[src/rtl/uart_pkg.sv]
// uart_pkg: shared RX state encoding, default bit timing and loader error codes
package uart_pkg;
  localparam logic [1:0] ST_IDLE = 2'd0;
  localparam logic [1:0] ST_START = 2'd1;
  localparam logic [1:0] ST_DATA = 2'd2;
  localparam logic [1:0] ST_STOP = 2'd3;
  typedef enum logic [1:0] {
    IDLE = ST_IDLE,
    START = ST_START,
    DATA = ST_DATA,
    STOP = ST_STOP
  } rx_state_t;
  localparam int DEFAULT_CLKS_PER_BIT = 868;
  localparam logic [7:0] ERR_FRAME = 8'h01;
  localparam logic [7:0] ERR_OVERRUN = 8'h02;
endpackage

[src/rtl/byte_fifo.sv]
// byte_fifo: synchronous byte FIFO, head is mem[rd_ptr] (not registered ahead)
module byte_fifo #(
  parameter int DEPTH = 16
) (
  input  logic       CLK,
  input  logic       RST,
  input  logic       push,
  input  logic [7:0] push_data,
  input  logic       pop,
  output logic [7:0] head,
  output logic       empty,
  output logic       full
);
  localparam int AW = $clog2(DEPTH);
  logic [7:0] mem [DEPTH];
  logic [AW-1:0] wr_ptr, rd_ptr;
  logic [AW:0] count;
  logic do_push, do_pop;
  assign empty = count == '0;
  assign full = count == (AW+1)'(DEPTH);
  assign do_push = push && !full;
  assign do_pop = pop && !empty;
  assign head = mem[rd_ptr];
  always_ff @(posedge CLK)
    if (do_push) mem[wr_ptr] <= push_data;
  always_ff @(posedge CLK) begin
    if (RST) begin
      wr_ptr <= '0;
      rd_ptr <= '0;
      count <= '0;
    end else begin
      if (do_push) wr_ptr <= wr_ptr + 1'b1;
      if (do_pop) rd_ptr <= rd_ptr + 1'b1;
      count <= count + (AW+1)'(do_push) - (AW+1)'(do_pop);
    end
  end
endmodule

[src/rtl/uart_rx_byte_io.sv]
// uart_rx_byte_io: 8N1 UART receiver feeding a byte FIFO read via req/ready/done
import uart_pkg::*;
module uart_rx_byte_io #(
  parameter int CLKS_PER_BIT = DEFAULT_CLKS_PER_BIT,
  parameter int FIFO_DEPTH = 16
) (
  input  logic       CLK,
  input  logic       RST,
  input  logic       RXD,
  input  logic       io_read_req,
  output logic       io_ready,
  output logic       io_done,
  output logic [7:0] io_rdata,
  output logic       frame_err,
  output logic       overrun_err
);
  localparam int CW = $clog2(CLKS_PER_BIT);
  localparam logic [CW-1:0] HALF_LAST = CW'(CLKS_PER_BIT / 2 - 1);
  localparam logic [CW-1:0] BIT_LAST = CW'(CLKS_PER_BIT - 1);
  logic [1:0] sync;
  logic rx;
  rx_state_t state, state_n;
  logic [CW-1:0] cnt, cnt_n;
  logic [2:0] idx, idx_n;
  logic [7:0] shift, shift_n;
  logic push, stop_bad, accept, empty, full;
  logic [7:0] head;
  assign rx = sync[1];
  assign io_ready = !empty && !io_done;
  assign accept = io_read_req && io_ready;
  byte_fifo #(.DEPTH(FIFO_DEPTH)) u_fifo (
    .CLK(CLK), .RST(RST), .push(push), .push_data(shift),
    .pop(accept), .head(head), .empty(empty), .full(full)
  );
  always_comb begin
    state_n = state;
    cnt_n = cnt + 1'b1;
    idx_n = idx;
    shift_n = shift;
    push = 1'b0;
    stop_bad = 1'b0;
    case (state)
      IDLE: begin
        cnt_n = '0;
        state_n = rx ? IDLE : START;
      end
      START: if (cnt == HALF_LAST) begin
        cnt_n = '0;
        idx_n = '0;
        state_n = rx ? IDLE : DATA;
      end
      DATA: if (cnt == BIT_LAST) begin
        cnt_n = '0;
        shift_n[idx] = rx;
        idx_n = idx + 1'b1;
        state_n = idx == 3'd7 ? STOP : DATA;
      end
      STOP: if (cnt == BIT_LAST) begin
        cnt_n = '0;
        push = rx;
        stop_bad = !rx;
        state_n = IDLE;
      end
      default: state_n = IDLE;
    endcase
  end
  always_ff @(posedge CLK) begin
    if (RST) begin
      sync <= 2'b11;
      state <= IDLE;
      cnt <= '0;
      idx <= '0;
      shift <= '0;
      io_done <= 1'b0;
      io_rdata <= '0;
      frame_err <= 1'b0;
      overrun_err <= 1'b0;
    end else begin
      sync <= {sync[0], RXD};
      state <= state_n;
      cnt <= cnt_n;
      idx <= idx_n;
      shift <= shift_n;
      io_done <= accept;
      if (accept) io_rdata <= head;
      frame_err <= frame_err | stop_bad;
      overrun_err <= overrun_err | (push && full);
    end
  end
endmodule

[config.mk]
export PLATFORM = sky130hd
export DESIGN_NAME = uart_rx_byte_io
export DESIGN_NICKNAME = d
export VERILOG_FILES = /design/src/rtl/uart_pkg.sv /design/src/rtl/byte_fifo.sv /design/src/rtl/uart_rx_byte_io.sv
export SDC_FILE = /design/constraint.sdc
export NUM_CORES = 1
export LEC_CHECK = 0
export CAP_MARGIN = 15
export CORE_UTILIZATION = 35
export DETAILED_ROUTE_END_ITERATION = 10
export PLACE_DENSITY = 0.58
export SLEW_MARGIN = 15
export SYNTH_ARGS = -nofsm -noshare
export SYNTH_HDL_FRONTEND = slang
export SYNTH_SLANG_ARGS = --single-unit
[constraint.sdc]
create_clock -name CLK -period 6.1 [get_ports CLK]
set_input_delay 1.22 -clock CLK [delete_from_list [all_inputs] [get_ports CLK]]
set_output_delay 1.22 -clock CLK [all_outputs]
set_load 0.1 [all_outputs]
==> results of run 1 <==
==> registers in the layout, indices dropped and copies added, names as in the netlist, named ones only <==
name / count
state: 1
cnt: 10
u_fifo.count: 5
u_fifo.mem: 128
overrun_err: 1
u_fifo.rd_ptr: 4
frame_err: 1
shift: 8
u_fifo.wr_ptr: 4
io_rdata: 8
sync: 2
io_done: 1
idx: 3
==> layer usage <==
layer  part of all wire, %  vias to the layer above
met1                    46                     1951
met3                   4.3                       17
met4                   1.3                        0
met2                    48                       69
met5                     0                        -
li1                      -                     1820
==> cell usage after synthesis, drive strengths merged, types with 3 or more instances <==
library cell	instances	area (µm²)
edfxtp	128	3844
dfxtp	49	980.9
mux4	32	720.7
nor2	28	107.6
mux2i	27	270.3
nand3	23	115.1
nand2	21	78.83
and3	18	112.6
ha	15	187.7
inv	15	56.30
clkbuf	13	48.80
a21oi	10	50.05
nor2b	8	50.05
o221ai	8	70.07
buf	7	32.53
xnor2	7	61.31
xor2	7	61.31
nor3	5	25.02
nand2b	3	18.77
o21ai	3	15.01
o31ai	3	22.52
or3	3	18.77
or3b	3	26.28
==> per-stage QoR <==
step / std cells / util [%] / area (µm²) / hold slack (ns)
after floorplan: 462 / - / 7193 / 0.3895
after global placement: 732 / 37.87 / 7639 / 0.3922
after detailed placement: 732 / 37.87 / 7639 / 0.4094
after CTS: 764 / 40.61 / 8190 / 0.4184
after global routing: 764 / 40.61 / 8190 / 0.4284
final: 764 / 40.61 / 8190 / 0.4111
==> cell type report <==
class / count / share of cell area (%)
Clock buffer: 23 / 5.713
Clock inverter: 9 / 1.024
Inverter: 15 / 0.6874
Multi-Input combinational cell: 250 / 27.24
Sequential cell: 177 / 58.92
Tap cell: 270 / 4.125
Timing Repair Buffer: 20 / 2.291
==> cells in the final DEF (no fill, tap or decap), types with 2 or more instances in the layout <==
master	instances
a21oi_1	10
mux4_2	32
nand4_1	2
o221ai_1	8
and4_1	2
clkbuf_8	2
inv_1	15
xnor2_1	7
a21o_1	2
o21ai_0	3
or3_1	3
xor2_1	7
nor3_1	5
nand2_1	21
clkbuf_16	17
nor2_1	27
o31ai_1	3
or2_2	2
a31oi_1	2
ha_1	15
dfxtp_1	48
mux2i_1	27
edfxtp_1	128
nor2b_1	8
nand3_1	23
or3b_2	2
and3_1	18
clkinv_2	2
clkbuf_1	4
nor4_1	2
buf_4	5
clkinvlp_4	3
nand2b_1	3
clkdlybuf4s50_1	15
==> critical path, cell delays in order, from the launching register on <==
cell	delay, ns
dfxtp_1	0.32
inv_1	0.09
ha_1	0.16
or4b_2	0.65
nor2b_1	0.17
clkdlybuf4s50_1	0.96
==> worst max path at each step <==
stage | from | to | cells after the start
finish | u_fifo.count[2] | io_ready | 5
global route | u_fifo.count[3] | io_ready | 5
CTS | u_fifo.count[2] | io_ready | 5
detailed placement | io_read_req | u_fifo.count[4] | 12
global placement | io_read_req | u_fifo.count[4] | 12
floorplan | u_fifo.count[2] | io_ready | 4
==> power groups by stage <==
stage	clock network (mW)	registers, mW	logic [mW]
6_report	1.02	1.37	0.575
5_1_grt	1.09	1.37	0.618
4_1_cts	1.04	1.37	0.581
3_5_place_dp	0	1.39	0.579
3_3_place_gp	0	1.39	0.568
2_1_floorplan	0	1.49	0.356
==> logic make-up after synthesis <==
kind of cell	after synthesis
buffers and inverters	35
AO/OA/AOI/OAI	32
adder cells (fa/ha/maj)	16
flip-flops	177
multiplexers	59
XOR/XNOR	14
AND/OR/NAND/NOR	129
==> flow_metrics.env, run 1 <==
export IMPL_outcome="completed"
export IMPL_skew_ns=0.01070
export IMPL_ys_warn_count=0
export IMPL_path_clk_slew_ns=0.06
export IMPL_grt_pass1_wl_um=21930
export IMPL_setup_slack_ns=2.108
export IMPL_rows=52
export IMPL_grt_util_met2_pct=22.07
export IMPL_clockBufferDepth=2
export IMPL_finalCritPeriodShare_pct=65.44
export IMPL_use_met3_pct=3.542
export IMPL_clk_latency_ns=0.43
export IMPL_p_per_area_mw_per_mm2=361.6
export IMPL_worstSetupStartpointType="flip-flop"
export IMPL_drt_pass1_iterations=4
export IMPL_synthFlopType="edfxtp_1"
export IMPL_synth_top_family_by_area="multiplexers"
export IMPL_hpwl_um=8900
export IMPL_tritoncts="yes"
export IMPL_syn_area_per_cell_um2=15.57
export IMPL_drive_gt1_share_pct=14.78
export IMPL_synth_xor_area_share_pct=1.705
export IMPL_multi_input_area_mm2=0.002231
export IMPL_slew_limit_headroom_pct=34.75
export IMPL_vias_per_cell=5.048
export IMPL_power_switching_uw=861.4
export IMPL_ctsHoldBuffers=0
export IMPL_crit_path_end_kind="primary output"
export IMPL_initial_core_util_pct=35.66
export IMPL_slew_violations=0
export IMPL_numCtsBuffers=17
export IMPL_ant_nets=0
export IMPL_reg2reg_to="u_fifo.count[4]"
export IMPL_setup_viol=0
export IMPL_synth_edff_count=128
export IMPL_min_period_ns=3.992
export IMPL_peakVddDrop_mv=0.2947
export IMPL_place_ws_ns=2.047
export IMPL_worstRegToRegCells=13
export IMPL_gp_congestion=0.7718
export IMPL_area_delta_synth_final_pct=13.86
export IMPL_hold_start="sync[0]"
export IMPL_fp_coreArea_mm2=0.02017
export IMPL_diodes=0
export IMPL_overflow=0
export IMPL_die_width_um=145.4
export IMPL_nets=501
export IMPL_worstHoldPathType="reg2reg"
export IMPL_leakage_nw=2.451
export IMPL_required_ns=4.88
export IMPL_grt_pass1_vias=3935
export IMPL_min_path_cells=1
export IMPL_cts_sinks=177
export IMPL_wl_um=13680
export IMPL_grt_usage_pct=13.92
export IMPL_grt_max_degree=33
export IMPL_grt_busiest_layer="met2"
export IMPL_synth_fp_nets=482
export IMPL_p_seq_share_pct=46.2
export IMPL_synth_cells=462
export IMPL_power_mw=2.962
export IMPL_synth_simple_area_share_pct=9.602
export IMPL_swShare_pct=29.08
export IMPL_crit_fanout=4
export IMPL_synth_compound_area_share_pct=3.044
export IMPL_max_cap_violations=0
export IMPL_die_y_um=145.4
export IMPL_post_cts_resized=0
export IMPL_ys_ff_latch=177
export IMPL_post_synth_num_cell_types=46
export IMPL_num_vias=3857
export IMPL_ios=16
export IMPL_arrival_ns=2.77
export IMPL_hold_violations=0
export IMPL_crit_type="reg2out"
export IMPL_synthAdderAreaFrac_pct=2.887
export IMPL_rr_startpoint="u_fifo.count[2]"
export IMPL_reg2reg_slack_ns=2.53
export IMPL_ys_seq_area_share_pct=67.07
export IMPL_async_flop_share_pct=0
export IMPL_root_buffer="clkbuf_16"
export IMPL_rsz0062_at_grt="no"
export IMPL_synth_mux_area_share_pct=13.78
export IMPL_pwr_share_clk_pct=34.4
export IMPL_die_area_mm2=0.02113
export IMPL_hold_end="sync[1]"
export IMPL_regArea_mm2=0.004826
export IMPL_io_buffer_count=15
export IMPL_synthesis_area_mm2=0.007193
export IMPL_postCtsSetupRepairBufs=0
export IMPL_internal_power_mw=2.101
export IMPL_combPwrFrac_pct=19.4
export IMPL_wl_per_cell_um=17.90
export IMPL_fmax_ghz=0.2505
export IMPL_grt_antenna_before_repair=0
export IMPL_fillCellCount=1841
export IMPL_tightest_slew_ns=0.9757
export IMPL_tns_ns=0
export IMPL_met1_usage_pct=18.64
export IMPL_drc=0
export IMPL_drtIter0Drc=247
export IMPL_h_tree_depth=4
Power figures use the tool's default switching activity.
==> run 2, diff against run 1 <==
==> constraint.sdc (replaced) <==
create_clock -name CLK -period 3.7 [get_ports CLK]
set_input_delay 0.74 -clock CLK [delete_from_list [all_inputs] [get_ports CLK]]
set_output_delay 0.74 -clock CLK [all_outputs]
set_load 0.1 [all_outputs]
==> run 2 against run 1 <==
Compared with the run above:
- sequential cell count did not move
- core utilization rose by 0.85 points
- first-iteration DRC count rose by 3.2%
- worst setup slack got worse by 1.5 ns
- combinational power rose by 72%
- routed wire length fell by 0.65%
- register-to-register slack got worse by 1.9 ns
- clock-buffer cell count fell by 6
- sequential share of layout area fell by 1.2 points
- design area rose by 2.1%
==> flow_metrics.env, run 2 (same netlist as run 1, synthesis figures left out) <==
export IMPL_setup_viol=0
export IMPL_final_common_cell="edfxtp_1"
export IMPL_grt_pass1_vias=3938
export IMPL_peakVddDrop_mv=0.4478
export IMPL_largest_register="u_fifo.mem"
export IMPL_grt_usage_pct=13.85
export IMPL_swShare_pct=27.96
export IMPL_crit_type="reg2reg"
export IMPL_io_buffer_count=15
export IMPL_min_period_ns=3.101
export IMPL_clockBufferDepth=2
export IMPL_drc=0
export IMPL_clk_latency_ns=0.43
export IMPL_crit_path_end_kind="flip-flop"
export IMPL_worstHoldPathType="reg2reg"
export IMPL_h_tree_depth=4
export IMPL_grt_pass1_wl_um=21880
export IMPL_placed_cell_area_mm2=0.007656
export IMPL_grt_antenna_before_repair=0
export IMPL_tightest_slew_ns=0.9998
export IMPL_worstSetupStartpointType="flip-flop"
export IMPL_path_clk_slew_ns=0.06
export IMPL_reg_top3="u_fifo.mem x128, cnt x10"
export IMPL_slew_limit_headroom_pct=32.73
export IMPL_vias_per_cell=5.007
export IMPL_rows=52
export IMPL_initial_core_util_pct=35.66
export IMPL_max_cap_violations=0
export IMPL_rsz0062_at_grt="no"
export IMPL_hold_violations=0
export IMPL_hpwl_um=8865
export IMPL_place_ws_ns=0.4746
export IMPL_nets=502
export IMPL_postCtsSetupRepairBufs=0
export IMPL_fp_coreArea_mm2=0.02017
export IMPL_ios=16
export IMPL_die_width_um=145.4
export IMPL_drive_gt1_share_pct=16.16
export IMPL_tns_ns=0
export IMPL_ant_nets=0
export IMPL_diodes=0
export IMPL_die_y_um=145.4
export IMPL_tritoncts="yes"
export IMPL_wl_per_cell_um=17.76
export IMPL_num_vias=3830
export IMPL_post_cts_resized=0
export IMPL_setup_slack_ns=0.5994
export IMPL_internal_power_mw=3.880
export IMPL_combPwrFrac_pct=18.4
export IMPL_fmax_ghz=0.3225
export IMPL_slew_violations=0
export IMPL_wl_um=13590
export IMPL_leakage_nw=2.459
export IMPL_p_per_area_mw_per_mm2=644.1
export IMPL_largest_register_ffs=128
export IMPL_grt_max_degree=34
export IMPL_numCtsBuffers=17
export IMPL_outcome="completed"
export IMPL_cts_sinks=177
export IMPL_gp_congestion=0.7767
export IMPL_finalCritPeriodShare_pct=83.80
export IMPL_drtIter0Drc=255
export IMPL_power_switching_mw=1.506
export IMPL_final_cell_mix="128 x edfxtp_1, 48 x dfxtp_1, 32 x mux4_2"
export IMPL_final_area_mm2=0.008362
export IMPL_drt_pass1_iterations=4
export IMPL_required_ns=4.06
export IMPL_arrival_ns=3.46
export IMPL_p_seq_share_pct=42.3
export IMPL_pwr_share_clk_pct=39.3
export IMPL_fillCellCount=1843
export IMPL_skew_ns=0.009678
export IMPL_ctsHoldBuffers=0
export IMPL_die_area_mm2=0.02113
export IMPL_area_delta_synth_final_pct=16.25
export IMPL_root_buffer="clkbuf_16"
export IMPL_crit_fanout=4
export IMPL_overflow=0
run 2: changes by cell type in the layout (fill, tap and decap cells not counted), moves of 2 or more:
cell        delta
clkbuf_8       -2
clkinv_4       +2
clkbuf_1       -4
bufinv_16      +6
inv_8          +2
clkinvlp_4     -2
run 2: worst max-delay path: stages (launching register included):
cell	delay, ns
dfxtp_1	0.32
inv_1	0.08
ha_1	0.15
or4b_2	0.65
nand2_1	0.11
inv_1	0.09
ha_1	0.28
inv_1	0.04
ha_1	0.20
fa_1	0.41
a21oi_1	0.16
nor2_1	0.06
or3_1	0.35
a21oi_1	0.14
run 2: final cells by class:
cell class | count | area, µm² | share of cell area (%)
clock inverter | 15 | 280.3 | 3.352
timing repair buffer | 21 | 205.2 | 2.454
inverter | 15 | 56.30 | 0.6734
clock buffer | 17 | 425.4 | 5.088
tap | 270 | 337.8 | 4.040
sequential | 177 | 4826 | 57.71
multi-input combinational | 250 | 2231 | 26.68
run 2: per-stage QoR:
step           power, mW  hold WS [ns]  util [%]  cells
6_report           5.386        0.4110     41.46    765
5_1_grt            5.605        0.4409     41.46    765
2_1_floorplan      3.084        0.3895         -    462
3_5_place_dp       3.323        0.4010     37.96    733
3_3_place_gp       3.304        0.3923     37.96    733
4_1_cts            5.433        0.4171     41.46    765
run 2: power by group through the flow:
stage	logic [mW]	clock network (mW)	registers, mW
floorplan	0.590	0	2.49
global placement	0.983	0	2.32
CTS	1.00	2.15	2.28
detailed placement	0.997	0	2.33
finish	0.991	2.12	2.28
global route	1.07	2.24	2.30
run 2: final timing paths:
check / startpoint / cells past startpoint / endpoint / slack, ns
setup / recovery: u_fifo.count[3] / 13 / u_fifo.count[4] / 0.60
hold / removal: sync[0] / 1 / sync[1] / 0.41
setup reg to reg: u_fifo.count[3] / 13 / u_fifo.count[4] / 0.60
hold reg to reg: sync[0] / 1 / sync[1] / 0.41
run 2: layer usage:
layer  vias to the layer above  global-route usage, %  wire (µm)
li1                       1815                      -          -
met1                      1949                  18.87       6501
met2                        58                  21.73       6563
met3                         8                  3.668        416
met4                         0                  4.263        105
met5                         -                      0          0
